File: src/rtl/edge_detector_pkg.sv
`default_nettype none
// ============================================================================
// Module      : edge_detector_pkg
// Description : Shared types and constants for the Sobel window sequencer.
// Revision    : 1.0 - initial release
// ============================================================================
package edge_detector_pkg;

  localparam int DEF_PIXEL_W = 8;
  localparam int DEF_ACC_W   = 12;
  localparam int TAP_COUNT   = 9;

  typedef enum logic [1:0] {
    ST_IDLE = 2'd0,
    ST_REQ  = 2'd1,
    ST_MAG  = 2'd2,
    ST_OUT  = 2'd3
  } state_e;

  // Row-major linear tap number (row*3 + col) of a 3x3 kernel index.
  function automatic logic [3:0] tap_linear(input logic [2:0] row, input logic [2:0] col);
    return ({1'b0, row} << 1) + {1'b0, row} + {1'b0, col};
  endfunction

endpackage
`default_nettype wire

File: src/rtl/edge_detector_mag.sv
`default_nettype none
// ============================================================================
// Module      : edge_detector_mag
// Description : Combinational |gx|+|gy| with saturation to PIXEL_W all-ones.
// Revision    : 1.0 - initial release
// ============================================================================
module edge_detector_mag #(
  parameter int PIXEL_W = 8,
  parameter int ACC_W   = 12
) (
  input  logic signed [ACC_W-1:0]   gx_i,
  input  logic signed [ACC_W-1:0]   gy_i,
  output logic        [PIXEL_W-1:0] mag_o
);

  localparam logic [ACC_W-1:0] C_ONE = ACC_W'(1);

  logic [ACC_W-1:0] abs_gx;
  logic [ACC_W-1:0] abs_gy;
  logic [ACC_W:0]   sum;

  // Absolute values, one extra bit for the sum, then clamp anything above PIXEL_W.
  always_comb begin
    abs_gx = gx_i[ACC_W-1] ? (~gx_i + C_ONE) : gx_i;
    abs_gy = gy_i[ACC_W-1] ? (~gy_i + C_ONE) : gy_i;
    sum    = {1'b0, abs_gx} + {1'b0, abs_gy};
    if (|sum[ACC_W:PIXEL_W]) begin
      mag_o = '1;
    end else begin
      mag_o = sum[PIXEL_W-1:0];
    end
  end

endmodule
`default_nettype wire

File: src/rtl/edge_detector_conv_ctrl.sv
`default_nettype none
// ============================================================================
// Module      : edge_detector_conv_ctrl
// Description : Steps a 3x3 Sobel window tap by tap over a req/ack pixel port,
//               accumulates signed Gx/Gy and presents the saturated magnitude
//               on a valid/ready result port.
// Revision    : 1.0 - initial release
// ============================================================================
module edge_detector_conv_ctrl
  import edge_detector_pkg::*;
#(
  parameter int PIXEL_W = DEF_PIXEL_W,
  parameter int ACC_W   = DEF_ACC_W
) (
  input  logic                      clk_i,
  input  logic                      rstn_i,
  input  logic                      start_i,
  output logic                      busy_o,
  output logic [2:0]                Xindex_o,
  output logic [2:0]                Yindex_o,
  input  logic [2:0]                Kx_i,
  input  logic [2:0]                Ky_i,
  output logic                      pix_req_o,
  input  logic                      pix_ack_i,
  input  logic [PIXEL_W-1:0]        pix_data_i,
  output logic                      res_valid_o,
  input  logic                      res_ready_i,
  output logic [PIXEL_W-1:0]        res_data_o,
  output logic signed [ACC_W-1:0]   gx_o,
  output logic signed [ACC_W-1:0]   gy_o
);

  state_e state_q, state_d;
  logic [2:0] x_q, x_d;
  logic [2:0] y_q, y_d;
  logic signed [ACC_W-1:0] gx_acc_q, gx_acc_d;
  logic signed [ACC_W-1:0] gy_acc_q, gy_acc_d;
  logic signed [ACC_W-1:0] gx_out_q, gx_out_d;
  logic signed [ACC_W-1:0] gy_out_q, gy_out_d;
  logic [PIXEL_W-1:0]      res_q, res_d;

  logic signed [ACC_W-1:0] pix_ext;
  logic signed [ACC_W-1:0] kx_ext;
  logic signed [ACC_W-1:0] ky_ext;
  logic signed [ACC_W-1:0] prod_x;
  logic signed [ACC_W-1:0] prod_y;
  logic [PIXEL_W-1:0]      mag_w;
  logic                    last_tap;

  edge_detector_mag #(
    .PIXEL_W (PIXEL_W),
    .ACC_W   (ACC_W)
  ) u_mag (
    .gx_i  (gx_acc_q),
    .gy_i  (gy_acc_q),
    .mag_o (mag_w)
  );

  // Pixel is unsigned (zero-extend); 3-bit coefficients are two's complement.
  always_comb begin
    pix_ext  = $signed({{(ACC_W-PIXEL_W){1'b0}}, pix_data_i});
    kx_ext   = $signed({{(ACC_W-3){Kx_i[2]}}, Kx_i});
    ky_ext   = $signed({{(ACC_W-3){Ky_i[2]}}, Ky_i});
    prod_x   = pix_ext * kx_ext;
    prod_y   = pix_ext * ky_ext;
    last_tap = (tap_linear(x_q, y_q) == 4'(TAP_COUNT - 1));
  end

  // Next-state, tap stepping and accumulation.
  always_comb begin
    state_d  = state_q;
    x_d      = x_q;
    y_d      = y_q;
    gx_acc_d = gx_acc_q;
    gy_acc_d = gy_acc_q;
    gx_out_d = gx_out_q;
    gy_out_d = gy_out_q;
    res_d    = res_q;
    case (state_q)
      ST_IDLE: begin
        if (start_i) begin
          state_d  = ST_REQ;
          gx_acc_d = '0;
          gy_acc_d = '0;
          x_d      = 3'd0;
          y_d      = 3'd0;
        end
      end
      ST_REQ: begin
        if (pix_ack_i) begin
          gx_acc_d = gx_acc_q + prod_x;
          gy_acc_d = gy_acc_q + prod_y;
          if (last_tap) begin
            state_d = ST_MAG;
            x_d     = 3'd0;
            y_d     = 3'd0;
          end else if (y_q == 3'd2) begin
            x_d = x_q + 3'd1;
            y_d = 3'd0;
          end else begin
            y_d = y_q + 3'd1;
          end
        end
      end
      ST_MAG: begin
        gx_out_d = gx_acc_q;
        gy_out_d = gy_acc_q;
        res_d    = mag_w;
        state_d  = ST_OUT;
      end
      ST_OUT: begin
        if (res_ready_i) begin
          state_d = ST_IDLE;
        end
      end
      default: state_d = ST_IDLE;
    endcase
  end

  // State, index, accumulator and result registers.
  always_ff @(posedge clk_i or negedge rstn_i) begin
    if (!rstn_i) begin
      state_q  <= ST_IDLE;
      x_q      <= 3'd0;
      y_q      <= 3'd0;
      gx_acc_q <= '0;
      gy_acc_q <= '0;
      gx_out_q <= '0;
      gy_out_q <= '0;
      res_q    <= '0;
    end else begin
      state_q  <= state_d;
      x_q      <= x_d;
      y_q      <= y_d;
      gx_acc_q <= gx_acc_d;
      gy_acc_q <= gy_acc_d;
      gx_out_q <= gx_out_d;
      gy_out_q <= gy_out_d;
      res_q    <= res_d;
    end
  end

  // Status and handshake outputs decode straight from the state register.
  always_comb begin
    busy_o      = (state_q != ST_IDLE);
    pix_req_o   = (state_q == ST_REQ);
    res_valid_o = (state_q == ST_OUT);
    Xindex_o    = x_q;
    Yindex_o    = y_q;
    res_data_o  = res_q;
    gx_o        = gx_out_q;
    gy_o        = gy_out_q;
  end

endmodule
`default_nettype wire

File: config.mk
export PLATFORM = sky130hd
export DESIGN_NAME = edge_detector_conv_ctrl
export DESIGN_NICKNAME = d
export VERILOG_FILES = /design/src/rtl/edge_detector_pkg.sv /design/src/rtl/edge_detector_mag.sv /design/src/rtl/edge_detector_conv_ctrl.sv
export SDC_FILE = /design/constraint.sdc
export NUM_CORES = 1
export LEC_CHECK = 0
export CAP_MARGIN = 25
export CORE_UTILIZATION = 53
export DETAILED_ROUTE_END_ITERATION = 8
export PLACE_DENSITY_LB_ADDON = 0.08
export SLEW_MARGIN = 30
export SYNTH_ARGS = -nofsm -noshare
export SYNTH_HDL_FRONTEND = slang
export SYNTH_SLANG_ARGS = --single-unit
File: constraint.sdc
create_clock -name clk_i -period 3.3 [get_ports clk_i]
set_input_delay 0.66 -clock clk_i [delete_from_list [all_inputs] [get_ports clk_i]]
set_output_delay 0.66 -clock clk_i [all_outputs]
set_load 0.05 [all_outputs]
# After elaboration in Yosys (flattened, before gate mapping)
# Index checks and enable logic that the tools add are counted.
dict set report totals {
  regBits 64
  inputBits 19
  output_inout_bits 41
  wordCells 60
}
dict set report op_classes {
  add_sub_neg 9
  multipliers 2
  n_eq_ne 10
  muxes 22
  bitwise_logic 2
  reduce_logical 7
}
# operator n
set ops {}
lappend ops {{$mux 12} 5}
lappend ops {{$pmux 12 s2} 2}
lappend ops {{$add 12x1->12 const B} 2}
lappend ops {{$add 12x12->12} 2}
lappend ops {{$mul 9x3->12} 2}
lappend ops {{$not 12->12} 2}
lappend ops {{$mux 3} 7}
lappend ops {{$add 12x12->13} 1}
lappend ops {{$pmux 3 s2} 2}
lappend ops {{$add 4x3->4} 2}
lappend ops {{$mux 2} 4}
lappend ops {{$mux 8} 1}
lappend ops {{$pmux 2 s4} 1}
lappend ops {{$reduce_and 4->1} 2}
lappend ops {{$add 3x1->3 const B} 2}
lappend ops {{$ne 2x1->1 const B} 3}
lappend ops {{$reduce_or 5->1} 1}
lappend ops {{$eq 2x2->1 const B} 2}
lappend ops {{$eq 4x4->1 const B} 1}
lappend ops {{$reduce_bool 2->1} 2}
lappend ops {{$eq 3x2->1 const B} 1}
lappend ops {{$ne 3x1->1 const B} 1}
lappend ops {{$reduce_and 3->1} 1}
lappend ops {{$eq 2x1->1 const B} 1}
lappend ops {{other kinds (2)} 2}

# Logic depth before layout (Yosys ltp)
# Gate-level depths: netlist (run 1).
dict set report logic_depth {
  depth_word 6
  mapped_depth 16
  ltp_nobuf 16
}

# Cells and area by module
# Synthesis (run 1) repeated with hierarchy kept, for this count alone.
dict set report hier_totals {
  cells_unflattened 577
  hier_area_um2 5743.0
}
# mod instances cells_each area_each_um2 seq_area_each_um2
set by_module_without_submodules {}
lappend by_module_without_submodules {edge_detector_conv_ctrl 1 430 4725.8 1601.5}
lappend by_module_without_submodules {edge_detector_mag 1 147 1017.2 0.0}

# Worst setup path before layout (run 1)
# Ideal clock, no wire load.
dict set report synth_path {
  path_type {input to register}
  from {in pix_data_i[0]}
  to {reg gx_acc_q[10]}
  setup_time_ns 0.122
  t_arrival_ns 3.975
  required_ns 3.178
  slack_ns -0.796
  stages 15
  path_buffers 0
  path_cell_list {nand2b_1 > fa_1 > fa_1 > fa_1 > inv_1 > ha_1 > inv_1 > fa_1 > nor2b_1 > o21ai_0 > a21boi_0 > o21ai_0 > a211oi_1 > o21ai_0 > a32o_1}
}
dict set report synth_via {
  elab_chain_cells 4
}
# item line_no
set synth_rtl {}
lappend synth_rtl {{from (decl)} edge_detector_conv_ctrl.sv:25} ;# input logic [PIXEL_W-1:0] pix_data_i,
lappend synth_rtl {{$mul 9x3->12} edge_detector_conv_ctrl.sv:64} ;# prod_x = pix_ext * kx_ext;
lappend synth_rtl {{$add 12x12->12} edge_detector_conv_ctrl.sv:91} ;# gx_acc_d = gx_acc_q + prod_x;
lappend synth_rtl {{$mux 12} edge_detector_conv_ctrl.sv:90} ;# if (pix_ack_i) begin
lappend synth_rtl {{$pmux 12 s2} edge_detector_conv_ctrl.sv:79} ;# case (state_q)
lappend synth_rtl {{to (signal assigned)} edge_detector_conv_ctrl.sv:135} ;# gx_acc_q <= gx_acc_d;
lappend synth_rtl {{to (decl)} edge_detector_conv_ctrl.sv:36} ;# logic signed [ACC_W-1:0] gx_acc_q, gx_acc_d;
# Every way passes these cells. The select of a mux whose other input is x is not followed.
# A chain may end at the register's enable or synchronous reset.

# Worst setup path in the final report (run 1)
dict set report layout_path {
  from {in pix_data_i[0]}
  to {reg gy_acc_q[10]}
}
dict set report layout_via {
  elab_chain_cells 4
}
# item line_no
set layout_rtl {}
lappend layout_rtl {{$mul 9x3->12} edge_detector_conv_ctrl.sv:65} ;# prod_y = pix_ext * ky_ext;
lappend layout_rtl {{$add 12x12->12} edge_detector_conv_ctrl.sv:92} ;# gy_acc_d = gy_acc_q + prod_y;
lappend layout_rtl {{$mux 12} edge_detector_conv_ctrl.sv:90}
lappend layout_rtl {{$pmux 12 s2} edge_detector_conv_ctrl.sv:79}
lappend layout_rtl {{to (signal assigned)} edge_detector_conv_ctrl.sv:136} ;# gy_acc_q <= gy_acc_d;
lappend layout_rtl {{to (decl)} edge_detector_conv_ctrl.sv:37} ;# logic signed [ACC_W-1:0] gy_acc_q, gy_acc_d;
# Every way passes these cells. The select of a mux whose other input is x is not followed.

==> impl_results.md, run 1 <==
* Worst hold path type: input port to async pin
* Cell-by-cell listing of the critical path: buf_8 -> nand2b_4 -> fa_1 -> fa_1 -> fa_2 -> inv_2 -> ha_4 -> inv_2 -> fa_2 -> nor2b_4 -> o21ai_4 -> a21boi_2 -> o21ai_2 -> a211oi_2 -> o21ai_1 -> a32o_1
* Clock root buffer: sky130_fd_sc_hd__clkbuf_8
* Final Worst Setup Slack at -0.629 ns
* Via Count at ~4.8k
* Die Height at roughly 110 um
* Synthesized Nets at 701
* HPWL Detailed at 11000 um
* Max-slew violation count at 0
* Category of cells accounting for the largest share of critical-path delay: adder cells
* Share of power burned in combinational logic at 0.759
* Routed vias/inst at around 5.5
* Worst slew margin at 0.600
* Average size of a mapped cell at between 9 and 10 sq um
* Clock network latency to the later pin of the worst-skew pair at roughly 0.36 ns
* Slew at the pin closest to its max-slew limit at between 0.5 and 0.6 ns
* Clk sinks at between 60 and 70
* Most common cell after layout, fill and taps aside: sky130_fd_sc_hd__buf_4
* Number of nets at the end of the flow at between 800 and 900
* Clock Skews at approximately 0.0075 ns
* DRC violations left at 0
* First-pass DRT Iterations at 4
* GR Util met2 at 0.516
* Met1 usage in global routing at 0.347
* TritonCTS clock tree: yes
* X dimension of the die at 105 um
* Maximum cell stage delay along the critical path at around 0.53 ns
* Bufs on Longest Clock Path at 2
* CP startpoint kind: input port
* Crit path buffers/inverters at 3
* Largest net degree at the start of global routing at 34
* Total number of H-tree levels at 3
* Initial standard-cell utilization of the core at 0.546
* Reg-to-reg slack, setup at -0.10 ns
* Final setup violation count at 21
* Relative contribution of the clock network to total power at 0.085
* Warnings from Yosys at 0
* Cell depth of the worst flop-to-flop path at 15
* Clock slew at the register clock pins of the worst setup and hold paths at roughly 0.070 ns
* Total negative slack at -3.83 ns
* DRT antenna net count at 0
* Area Overhead vs Synth at 39.1%
* Final RePlAce weighted congestion at 0.862
* Count of routing violations after the opening detailed-route iteration at 245
* Number of buffers inserted by hold repair at cts at 0
* Synthesized-area fraction occupied by and/or/nand/nor cells at 0.146
* Inserted Clock Buffers at 9
* Post-synthesis xor/xnor area fraction at 0.0684
* NetSw at ~4.3 mW
* Type of destination of the critical path: flop
* Fill cell instance count of the final layout at about 730
* Unrepaired setup endpoints after global routing: yes
* Combinational family with the most area after synthesis: adder cells
* Sequential share of the synthesized area at 0.284
* Synth Instances at roughly 580
* Post-layout minimum cycle time at 3.93 ns
* Total leakage power at between 3 and 4 nW
* ANT cells at 0
* Switching share of power at 0.480
* Ratio of cells with drive above 1 in the final layout at 0.336
* Die ar. at between 10000 and 15000 sq um
* Run status: finished, violations left
* Flip-flop and latch count after synthesis at 64
* Met3 Resource Use GR at 0.0312
* Number of rows created at floorplan at 37
* Worst endpoint required time at between 3 and 4 ns
* Worst hold slack at 0.234 ns
* Core area at around 10000 sq um
* Post-synthesis async set-or-reset flop share at 1.00
* Most used cells in the layout excluding fill and tap cells: 93 x sky130_fd_sc_hd__buf_4, 64 x sky130_fd_sc_hd__dfrtp_1, 53 x sky130_fd_sc_hd__ha_1
* WL final at about 15000 um
* Initial antenna violation count at 0
* IO Count at 60
* Number of maximum-capacitance constraint violations at 0
* Buffers on Ports at a little under 60
* Power per cell area at 1140 nW/um^2
* Highest clock frequency the design can meet at 255 MHz
* Violations in the final reports: negative setup slack
* Most used DFF post-synth: sky130_fd_sc_hd__dfrtp_1
* Final Hold Viols at 0
* Most Crowded Layer GR: met2
* Global routing usage summed across all routing layers at 0.288
* Remaining global-route overflow at 0
* Crit path depth at 16
* Post-synthesis mux area share at 0.0555
* Reg-to-reg critical path startpoint: gx_acc_q[1]
* Worst-case vdd ir drop at 674 uV
* Cell area reported after detailed placement at 7120 sq um
* Part of the total power dissipated in sequential elements at 0.155
* Post-Synth Adder-Cell Area at 0.279
* Number of global-route vias before repair at roughly 5.2k
* Internal power at between 4 and 5 mW
* Final cell area excluding filler cells at 7840 sq um
* Terminus of the critical flop-to-flop path: res_data_o[4]
* Drt wl/cell at 16.9 um
* Yosys cell types at 47
* Netlist area before placement at roughly 5600 sq um
* Worst-path cell with the longest stage delay: sky130_fd_sc_hd__fa_1
* Data arrival time at the worst-slack endpoint at 4.17 ns
* Worst Path Class, Setup: input port to flop
* Synth Area in Compound Gates at 0.124
* Maximum fanout count along the critical path at 3
* Post-route clock period utilization at 1.19
* Post-synth EDFFs at 0
* Global-route wire length before repair at roughly 25000 um
[layer usage]
metal  wire length [um]  share of wire
met5                  0              0
met4                413          0.028
met3                346          0.023
met2               7610           0.51
met1               6510           0.44
[what timing repair did]
action	4_1_cts	5_1_grt
buffers inserted	14	6
setup endpoints to repair	26	24
gates resized for setup	122	32
cloned	0	0
pin swaps	77	47
[per-stage QoR]
| stage | worst slack, ns | utilization | total power, mW | instances |
|---|---|---|---|---|
| after detailed placement | -1.41 | 0.690 | 7.20 | 851 |
| after CTS | -0.632 | 0.748 | 8.54 | 875 |
| final | -0.629 | 0.759 | 8.94 | 878 |
| after global routing | -0.702 | 0.759 | 9.59 | 878 |
| after global placement | -1.19 | 0.690 | 7.02 | 851 |
| after floorplan | -0.566 | - | 5.24 | 578 |
[registers in the layout, indices dropped and copies added (netlist names)]
name	cells
gx_acc_q	12
gx_o	12
gy_acc_q	12
gy_o	12
res_data_o	8
Xindex_o	3
Yindex_o	3
state_q	2
[cells by family (layout without fill, tap and decap cells)]
| group | count (synthesis) | in the layout |
|---|---|---|
| mux | 28 | 28 |
| flops | 64 | 64 |
| xor+xnor | 44 | 44 |
| buf+inv | 64 | 228 |
| compound gates | 110 | 110 |
| simple gates | 164 | 164 |
| fa+ha+maj | 104 | 104 |
[cells in the mapped netlist (2+ instances only)]
cell	instances	area, sq um
sky130_fd_sc_hd__a211oi_1	2	15.0
sky130_fd_sc_hd__a21boi_0	4	30.0
sky130_fd_sc_hd__a21o_1	3	22.5
sky130_fd_sc_hd__a21oi_1	29	145
sky130_fd_sc_hd__a22o_1	8	70.1
sky130_fd_sc_hd__a32o_1	2	20.0
sky130_fd_sc_hd__and2_1	29	181
sky130_fd_sc_hd__clkbuf_1	10	37.5
sky130_fd_sc_hd__clkinv_1	2	7.51
sky130_fd_sc_hd__dfrtp_1	64	1600
sky130_fd_sc_hd__fa_1	36	721
sky130_fd_sc_hd__ha_1	68	851
sky130_fd_sc_hd__inv_1	50	188
sky130_fd_sc_hd__mux2_2	26	293
sky130_fd_sc_hd__mux2i_1	2	20.0
sky130_fd_sc_hd__nand2_1	44	165
sky130_fd_sc_hd__nand2b_1	9	56.3
sky130_fd_sc_hd__nand3_1	11	55.1
sky130_fd_sc_hd__nand4_1	2	12.5
sky130_fd_sc_hd__nor2_1	42	158
sky130_fd_sc_hd__nor2b_1	5	31.3
sky130_fd_sc_hd__nor3_1	4	20.0
sky130_fd_sc_hd__nor4_1	3	18.8
sky130_fd_sc_hd__o211a_1	2	20.0
sky130_fd_sc_hd__o211ai_1	5	37.5
sky130_fd_sc_hd__o21a_1	3	22.5
sky130_fd_sc_hd__o21ai_0	32	160
sky130_fd_sc_hd__o21bai_1	3	22.5
sky130_fd_sc_hd__o31ai_1	9	67.6
sky130_fd_sc_hd__o41ai_1	3	26.3
sky130_fd_sc_hd__or3_1	6	37.5
sky130_fd_sc_hd__or4_1	3	22.5
sky130_fd_sc_hd__xnor2_1	35	307
sky130_fd_sc_hd__xor2_1	9	78.8
[worst max path at each step]
stage,slack [ns],end,start
detailed placement,-1.41,gy_acc_q[10],pix_data_i[2]
CTS,-0.63,gy_acc_q[10],pix_data_i[0]
floorplan,-0.57,gx_acc_q[10],pix_data_i[0]
finish,-0.63,gy_acc_q[10],pix_data_i[0]
global placement,-1.19,gy_acc_q[10],pix_data_i[2]
global route,-0.70,gy_acc_q[10],pix_data_i[0]
[final cells by class]
| type | count | area (sq um) | share of cell area |
|---|---|---|---|
| well taps | 136 | 170 | 0.0217 |
| clock inverters | 3 | 65.1 | 0.00830 |
| clock buffers | 12 | 155 | 0.0198 |
| repair buffers | 161 | 1350 | 0.172 |
| multi-input cells | 450 | 4280 | 0.547 |
| inverters | 52 | 213 | 0.0271 |
| flip-flops and latches | 64 | 1600 | 0.204 |
[power by group through the flow]
stage / clock (mW) / combinational (mW) / sequential [mW]
2_1_floorplan: 0 / 3.29 / 1.96
3_3_place_gp: 0 / 5.65 / 1.38
3_5_place_dp: 0 / 5.81 / 1.40
4_1_cts: 0.767 / 6.39 / 1.39
5_1_grt: 0.801 / 7.36 / 1.44
6_report: 0.760 / 6.79 / 1.39
No activity file was read; power rests on OpenSTA's default activity.
==> run 2: changes to the inputs <==
--- a/config.mk
+++ b/config.mk
@@ -6,7 +6,8 @@
 export NUM_CORES = 1
 export LEC_CHECK = 0
 export CAP_MARGIN = 25
-export CORE_UTILIZATION = 53
+export CORE_UTILIZATION = 54
+export CTS_BUF_LIST = sky130_fd_sc_hd__clkbuf_8
 export DETAILED_ROUTE_END_ITERATION = 8
 export PLACE_DENSITY_LB_ADDON = 0.08
 export SLEW_MARGIN = 30
==> constraint.sdc (replaced) <==
create_clock -name clk_i -period 3.45 [get_ports clk_i]
set_input_delay 0.69 -clock clk_i [delete_from_list [all_inputs] [get_ports clk_i]]
set_output_delay 0.69 -clock clk_i [all_outputs]
set_load 0.05 [all_outputs]
==> impl_results.md, run 2 (same netlist as run 1, synthesis figures left out) <==
* Slew at the pin closest to its max-slew limit at 0.631 ns (was 0.598 ns)
* WL final at 14000 um (was 14900 um)
* Final Worst Setup Slack at -0.442 ns (was -0.629 ns)
* Final setup violation count at 6 (was 21)
* Highest clock frequency the design can meet at roughly 260 MHz
* Clk sinks at 64 (unchanged)
* Cell with the most instances on the worst path: sky130_fd_sc_hd__fa_1
* Total negative slack at -1.59 ns (was -3.83 ns)
* Worst setup slack before clock tree synthesis at -1.20 ns (was -1.41 ns)
* HPWL Detailed at 10600 um (was 11000 um)
* Run status: finished, violations left (unchanged)
* Switching share of power at 0.479 (was 0.480)
* Drt wl/cell at 16.3 um (was 16.9 um)
* Crit path buffers/inverters at 3 (unchanged)
* Worst slew margin at 0.574 (was 0.600)
* Top Layer Used: met4 (unchanged)
* X dimension of the die at 104 um (was 105 um)
* Maximum cell stage delay along the critical path at 0.55 ns (was 0.53 ns)
* Post-route clock period utilization at 1.13
* Clock Skews at 0.00871 ns (was 0.00753 ns)
* Bufs on Longest Clock Path at 2 (unchanged)
* Routed vias/inst at 5.43 (was 5.47)
* Maximum fanout count along the critical path at 3 (unchanged)
* Number of rows created at floorplan at 36 (was 37)
* DRT antenna net count at 0 (unchanged)
* Final Hold Viols at 0 (unchanged)
* Internal power at 4.30 mW (was 4.65 mW)
* Number of nets at the end of the flow at 845 (was 861)
* Violations in the final reports: negative setup slack (unchanged)
* Max-slew violation count at 0 (unchanged)
* Global-route wire length before repair at 23200 um (was 24700 um)
* Final cell area excluding filler cells at 7690 sq um (was 7840 sq um)
* Die Height at 104 um (was 105 um)
* Number of global-route vias before repair at 4863 (was 5168)
* Met3 WL post-DR at 415 um (was 346 um)
* Overall power of the completed layout at 8.25 mW (was 8.94 mW)
* Initial standard-cell utilization of the core at 0.566 (was 0.546)
* Met2 wire length at 7170 um (was 7610 um)
* Ratio of cells with drive above 1 in the final layout at 0.315 (was 0.336)
* Initial antenna violation count at 0 (unchanged)
* Remaining global-route overflow at 0 (unchanged)
* Post-Route M1 WL at 6070 um (was 6510 um)
* Worst hold path type: input port to async pin (unchanged)
* ANT cells at 0 (unchanged)
* CP startpoint kind: input port (unchanged)
* NetSw at 3.95 mW (was 4.29 mW)
* Share of power burned in combinational logic at 0.746 (was 0.759)
* Die ar. at 10800 sq um (was 11000 sq um)
* Total leakage power at 3.49 nW (was 3.58 nW)
* Part of the total power dissipated in sequential elements at 0.168 (was 0.155)
* Power per cell area at 1070 nW/um^2 (was 1140 nW/um^2)
* Type of destination of the critical path: flop (unchanged)
* Clock slew at the register clock pins of the worst setup and hold paths at 0.07 ns (about the same)
* Post-layout minimum cycle time at ~3.9 ns
* Crit path depth at 16 (unchanged)
* Category of cells accounting for the largest share of critical-path delay: adder cells (unchanged)
* Most common cell after layout, fill and taps aside: sky130_fd_sc_hd__buf_4 (unchanged)
* Cell area reported after detailed placement at 7000 sq um (was 7120 sq um)
* Core area at 9950 sq um (was 10300 sq um)
* Inserted Clock Buffers at 9 (unchanged)
* Number of buffers inserted by hold repair at cts at 0 (unchanged)
* Relative contribution of the clock network to total power at 0.086 (was 0.085)
* Cell-by-cell listing of the critical path: buf_8 -> nand2b_4 -> fa_1 -> fa_1 -> fa_1 -> inv_1 -> ha_2 -> inv_2 -> fa_2 -> nor2b_1 -> o21ai_2 -> a21boi_2 -> o21ai_2 -> a211oi_2 -> o21ai_1 -> a32o_1 (was buf_8 -> nand2b_4 -> fa_1 -> fa_1 -> fa_2 -> inv_2 -> ha_4 -> inv_2 -> fa_2 -> nor2b_4 -> o21ai_4 -> a21boi_2 -> o21ai_2 -> a211oi_2 -> o21ai_1 -> a32o_1)
* IO Count at 60 (unchanged)
* Final core area utilization at 0.772 (was 0.759)
* Count of routing violations after the opening detailed-route iteration at 259 (was 245)
* Unrepaired setup endpoints after global routing: yes (unchanged)
* Largest net degree at the start of global routing at 34 (unchanged)
* Area Overhead vs Synth at 36.5% (was 39.1%)
* Buffers on Ports at 59 (unchanged)
* Reg-to-reg slack, setup at 0.10 ns (was -0.10 ns)
* Cell depth of the worst flop-to-flop path at 13 (was 15)
* Data arrival time at the worst-slack endpoint at 4.14 ns (was 4.17 ns)
* Clock network latency to the later pin of the worst-skew pair at 0.35 ns (was 0.36 ns)
* Most used cells in the layout excluding fill and tap cells: 82 x sky130_fd_sc_hd__buf_4, 63 x sky130_fd_sc_hd__dfrtp_1, 49 x sky130_fd_sc_hd__ha_1 (was 93 x sky130_fd_sc_hd__buf_4, 64 x sky130_fd_sc_hd__dfrtp_1, 53 x sky130_fd_sc_hd__ha_1)
* Clock root buffer: sky130_fd_sc_hd__clkbuf_8 (unchanged)
* Reg-to-reg critical path startpoint: gx_acc_q[3] (was gx_acc_q[1])
* DRC violations left at 0 (unchanged)
* First-pass DRT Iterations at 4 (unchanged)
* Terminus of the critical flop-to-flop path: res_data_o[0] (was res_data_o[4])
* Worst-path cell with the longest stage delay: sky130_fd_sc_hd__fa_1 (unchanged)
* Worst endpoint required time at 3.70 ns (was 3.54 ns)
* Via Count at 4670 (was 4804)
* Global routing usage summed across all routing layers at 0.271 (was 0.288)
* Worst Path Class, Setup: input port to flop (unchanged)
* Number of maximum-capacitance constraint violations at 0 (unchanged)
* TritonCTS clock tree: yes (unchanged)
* Total number of H-tree levels at 3 (unchanged)
* Final RePlAce weighted congestion at 0.844 (was 0.862)
* Worst-case vdd ir drop at 520 uV (was 674 uV)
[run 2: power groups by stage]
stage	registers [mW]	clock network, mW	logic (mW)
after CTS	1.36	0.725	5.57
after floorplan	1.87	0	3.14
after global routing	1.44	0.756	6.72
final	1.38	0.711	6.15
after global placement	1.36	0	5.19
after detailed placement	1.38	0	5.29
[run 2: final cells by class]
class | count | area [sq um]
fillers | 688 | 2260
inverters | 52 | 213
clock buffers | 10 | 138
well taps | 133 | 166
flip-flops and latches | 64 | 1600
multi-input cells | 450 | 4270
clock inverters | 6 | 83.8
repair buffers | 145 | 1220
[run 2: per-layer routing]
| layer | up-vias | track usage |
|---|---|---|
| li1 | 2273 | - |
| met1 | 2271 | 0.346 |
| met2 | 97 | 0.465 |
| met3 | 29 | 0.0338 |
| met4 | 0 | 0.110 |
| met5 | - | 0 |
[run 2: per-stage QoR]
| stage | std cells | hold WS (ns) |
|---|---|---|
| after global placement | 834 | 0.489 |
| after CTS | 854 | 0.256 |
| after detailed placement | 834 | 0.495 |
| final | 860 | 0.252 |
| after global routing | 860 | 0.277 |
| after floorplan | 578 | 0.394 |
[run 2: worst reg2reg max path, delay by kind of cell (launching register included)]
kind                       cells  cell delay [ns]
AOI/OAI and AO/OA              5             0.61
buffers and inverters          2             0.33
DFF                            1             0.46
xor gates and xnor gates       1             0.10
adders and majority gates      1             0.42
and+or+nand+nor                4             1.31
[run 2: repair_timing]
item	in CTS	in global routing
gates resized for setup	70	70
endpoints found under the setup margin	16	22
setup buffers	6	6
pin swaps	41	54
[run 2: how the worst max path moves through the flow]
stage | startpoint | endpoint | slack, ns
finish | pix_data_i[0] | gy_acc_q[10] | -0.44
global route | pix_data_i[0] | gy_acc_q[10] | -0.60
CTS | pix_data_i[0] | gx_acc_q[10] | -0.44
detailed placement | pix_data_i[2] | gx_acc_q[10] | -1.20
global placement | pix_data_i[2] | gy_acc_q[10] | -1.09
floorplan | pix_data_i[0] | gx_acc_q[10] | -0.45
==> run 3: changes to the inputs <==
--- a/config.mk
+++ b/config.mk
@@ -5,6 +5,7 @@
 export SDC_FILE = /design/constraint.sdc
 export NUM_CORES = 1
 export LEC_CHECK = 0
+export ABC_AREA = 1
 export CAP_MARGIN = 25
 export CORE_UTILIZATION = 54
 export CTS_BUF_LIST = sky130_fd_sc_hd__clkbuf_8
==> impl_results.md, run 3 <==
* Run status: complete, no violations (was finished, violations left)
* Final cell area excluding filler cells at 7620 sq um (was 7690 sq um)
* Category of cells accounting for the largest share of critical-path delay: adder cells (unchanged)
* Most used DFF post-synth: sky130_fd_sc_hd__dfrtp_1 (unchanged)
* Cell depth of the worst flop-to-flop path at 18 (was 13)
* Number of global-route vias before repair at 5475 (was 4863)
* Worst-case vdd ir drop at 458 uV (was 520 uV)
* ANT cells at 0 (unchanged)
* Worst hold path type: input port to async pin (unchanged)
* DRC violations left at 0 (unchanged)
* Post-synth EDFFs at 0 (unchanged)
* Count of routing violations after the opening detailed-route iteration at 267 (was 259)
* Top cell type by total area after synthesis: sky130_fd_sc_hd__dfrtp_1 (unchanged)
* WL final at 15500 um (was 14000 um)
* Cell-by-cell listing of the critical path: buf_8 -> inv_4 -> nand2_2 -> fa_1 -> fa_1 -> fa_1 -> inv_2 -> ha_4 -> inv_2 -> fa_2 -> nand3b_1 -> nand2_2 -> nand2_2 -> a21oi_2 -> a21oi_1 -> o21ai_1 -> nand2_1 (was buf_8 -> nand2b_4 -> fa_1 -> fa_1 -> fa_1 -> inv_1 -> ha_2 -> inv_2 -> fa_2 -> nor2b_1 -> o21ai_2 -> a21boi_2 -> o21ai_2 -> a211oi_2 -> o21ai_1 -> a32o_1)
* FF+latch area at 1600 sq um (about the same)
* Clock network latency to the later pin of the worst-skew pair at 0.36 ns (was 0.35 ns)
* Buffers on Ports at 59 (unchanged)
* Via Count at 5433 (was 4670)
* Met3 Resource Use GR at 0.0442 (was 0.0338)
* Area of the multi-input gates at 4130 sq um (was 4270 sq um)
* Cell area reported after detailed placement at 7170 sq um (was 7000 sq um)
* GR Util met2 at 0.473 (was 0.465)
* Final RePlAce weighted congestion at 0.917 (was 0.844)
* Global-route wire length before repair at 25600 um (was 23200 um)
* Most used cells in the layout excluding fill and tap cells: 187 x sky130_fd_sc_hd__nand2_1, 125 x sky130_fd_sc_hd__inv_1, 64 x sky130_fd_sc_hd__dfrtp_1 (was 82 x sky130_fd_sc_hd__buf_4, 63 x sky130_fd_sc_hd__dfrtp_1, 49 x sky130_fd_sc_hd__ha_1)
* Unrepaired setup endpoints after global routing: yes (unchanged)
* DRT antenna net count at 0 (unchanged)
* Number of maximum-capacitance constraint violations at 0 (unchanged)
* Type of destination of the critical path: flop (unchanged)
* Post-route clock period utilization at 0.974 (was 1.13)
* Data arrival time at the worst-slack endpoint at 3.61 ns (was 4.14 ns)
* Critical path endpoint: gy_acc_q[8] (was gy_acc_q[10])
* Reg-to-reg critical path startpoint: gy_acc_q[0] (was gx_acc_q[3])
* Final setup violation count at 0 (was 6)
* Power per cell area at 901 nW/um^2 (was 1070 nW/um^2)
* Worst slew margin at 0.523 (was 0.574)
* Bufs on Longest Clock Path at 2 (unchanged)
* Reg-to-reg slack, setup at 0.35 ns (was 0.10 ns)
* Crit path buffers/inverters at 4 (was 3)
* Worst-path cell with the longest stage delay: sky130_fd_sc_hd__fa_1 (unchanged)
* Number of rows created at floorplan at 38 (was 36)
* Most common cell after layout, fill and taps aside: sky130_fd_sc_hd__nand2_1 (was sky130_fd_sc_hd__buf_4)
* Total leakage power at 3.96 nW (was 3.49 nW)
* Most Crowded Layer GR: met2 (unchanged)
* Synth Instances at 786 (was 578)
* Initial standard-cell utilization of the core at 0.555 (was 0.566)
* Fill cell instance count of the final layout at 936 (was 688)
* X dimension of the die at 108 um (was 104 um)
* Worst endpoint required time at 3.70 ns (about the same)
* Max-slew violation count at 0 (unchanged)
* Met1 usage in global routing at 0.384 (was 0.346)
* Area Overhead vs Synth at 26.0% (was 36.5%)
* Final core area utilization at 0.700 (was 0.772)
* Clock slew at the register clock pins of the worst setup and hold paths at 0.08 ns (was 0.07 ns)
* Post-layout minimum cycle time at 3.36 ns (was 3.89 ns)
* Yosys cell types at 39 (was 47)
* Initial antenna violation count at 0 (unchanged)
* Total number of H-tree levels at 3 (unchanged)
* Die Height at 108 um (was 104 um)
* HPWL Detailed at 12400 um (was 10600 um)
* Synthesized Nets at 909 (was 701)
* Netlist area before placement at 6050 sq um (was 5640 sq um)
* Terminus of the critical flop-to-flop path: res_data_o[5] (was res_data_o[0])
* Number of nets at the end of the flow at 1018 (was 845)
* CP startpoint kind: input port (unchanged)
* Routed vias/inst at 5.22 (was 5.43)
* Drt wl/cell at 14.9 um (was 16.3 um)
* Crit path depth at 17 (was 16)
* TritonCTS clock tree: yes (unchanged)
* Top post-synthesis cells by count: 198 x sky130_fd_sc_hd__nand2_1, 133 x sky130_fd_sc_hd__inv_1, 68 x sky130_fd_sc_hd__ha_1, 64 x sky130_fd_sc_hd__dfrtp_1, 60 x sky130_fd_sc_hd__nor2_1 (was 68 x sky130_fd_sc_hd__ha_1, 64 x sky130_fd_sc_hd__dfrtp_1, 50 x sky130_fd_sc_hd__inv_1, 44 x sky130_fd_sc_hd__nand2_1, 42 x sky130_fd_sc_hd__nor2_1)
* Remaining global-route overflow at 0 (unchanged)
* Final Hold Viols at 0 (unchanged)
* Warnings from Yosys at 0 (unchanged)
* Post-synthesis async set-or-reset flop share at 1.00 (unchanged)
* Average size of a mapped cell at 7.69 sq um (was 9.75 sq um)
* Worst Path Class, Setup: input port to flop (unchanged)
* First-pass DRT Iterations at 5 (was 4)
* Worst setup path startpoint: pix_data_i[0] (unchanged)
* Synth top area share at 0.265 (was 0.284)
* Largest net degree at the start of global routing at 28 (was 34)
* Top area cells in the synthesized netlist: sky130_fd_sc_hd__dfrtp_1 26%, sky130_fd_sc_hd__ha_1 14%, sky130_fd_sc_hd__nand2_1 12% (was sky130_fd_sc_hd__dfrtp_1 28%, sky130_fd_sc_hd__ha_1 15%, sky130_fd_sc_hd__fa_1 13%)
* Inserted Clock Buffers at 9 (unchanged)
* IO Count at 60 (unchanged)
* Core area at 10900 sq um (was 9950 sq um)
* Highest clock frequency the design can meet at 298 MHz (was 257 MHz)
* Clk sinks at 64 (unchanged)
* Flip-flop and latch count after synthesis at 64 (unchanged)
* Top-count cell post-synth: sky130_fd_sc_hd__nand2_1 (was sky130_fd_sc_hd__ha_1)
* Maximum fanout count along the critical path at 3 (unchanged)
* Maximum cell stage delay along the critical path at 0.56 ns (was 0.55 ns)
* Sequential share of the synthesized area at 0.265 (was 0.284)
* Clock root buffer: sky130_fd_sc_hd__clkbuf_8 (unchanged)
* Clock Skews at 0.0137 ns (was 0.00871 ns)
* Die ar. at 11600 sq um (was 10800 sq um)
* Ratio of cells with drive above 1 in the final layout at 0.176 (was 0.315)
* Slew at the pin closest to its max-slew limit at 0.715 ns (was 0.631 ns)
* Global routing usage summed across all routing layers at 0.287 (was 0.271)
[run 3: worst min path at each step]
stage / startpoint / endpoint / slack [ns]
after detailed placement: gy_o[8] / gy_o[8] / 0.46
final: rstn_i / gy_o[1] / 0.32
after floorplan: rstn_i / Xindex_o[0] / 0.39
after global routing: rstn_i / gy_o[1] / 0.36
after CTS: rstn_i / gy_o[1] / 0.32
after global placement: gy_o[8] / gy_o[8] / 0.46
[run 3: per-stage QoR]
step | setup TNS, ns | cells | setup WS [ns] | hold WS [ns] | total power [mW]
floorplan | -0.470 | 786 | -0.165 | 0.394 | 4.50
global placement | -9.92 | 1022 | -0.758 | 0.458 | 5.75
detailed placement | -11.27 | 1022 | -0.852 | 0.462 | 5.87
CTS | -0.0449 | 1039 | -0.0449 | 0.325 | 6.62
global route | -0.300 | 1040 | -0.0846 | 0.361 | 7.50
finish | 0 | 1040 | 0.0902 | 0.324 | 6.86
[run 3: layout make-up]
type / count / share of cell area
flip-flops and latches: 64 / 0.210
clock inverters: 7 / 0.0105
clock buffers: 9 / 0.0163
multi-input cells: 571 / 0.542
well taps: 140 / 0.0230
inverters: 136 / 0.0691
repair buffers: 113 / 0.129
[run 3: repair_timing]
item,4_1_cts,5_1_grt
setup endpoints to repair,16,12
buffers inserted,1,1
resized for setup,53,57
hold buffers,0,0
pin swaps,19,25
[run 3: routing by layer]
metal | vias to the layer above | part of all wire | routed length (um)
met5 | - | 0 | 0
met4 | 0 | 0.027 | 418
met3 | 32 | 0.036 | 555
met2 | 132 | 0.47 | 7340
met1 | 2560 | 0.47 | 7230
li1 | 2709 | - | -
[run 3: cell families after synthesis]
group,Yosys count,synth area share
flip-flops,64,0.265
adder cells (fa/ha/maj),104,0.260
AO/OA/AOI/OAI,105,0.0948
XOR/XNOR,33,0.0478
AND/OR/NAND/NOR,329,0.233
buffers and inverters,151,0.0991
[run 3: where the power goes]
part | switching [mW] | total, mW | internal [mW] | leakage (nW)
logic | 3.05 | 4.93 | 1.88 | 3.05
clock network | 0.346 | 0.685 | 0.339 | 0.0960
registers | 0.262 | 1.25 | 0.987 | 0.814
total | 3.66 | 6.86 | 3.20 | 3.96
[run 3: worst reg2reg max path: cells and delay by family, from the launching register on]
kind,cells,cell delay [ns]
AND/OR/NAND/NOR,9,1.27
adder cells (fa/ha/maj),2,0.54
flip-flops,1,0.44
AO/OA/AOI/OAI,2,0.31
buffers and inverters,4,0.26
XOR/XNOR,1,0.17
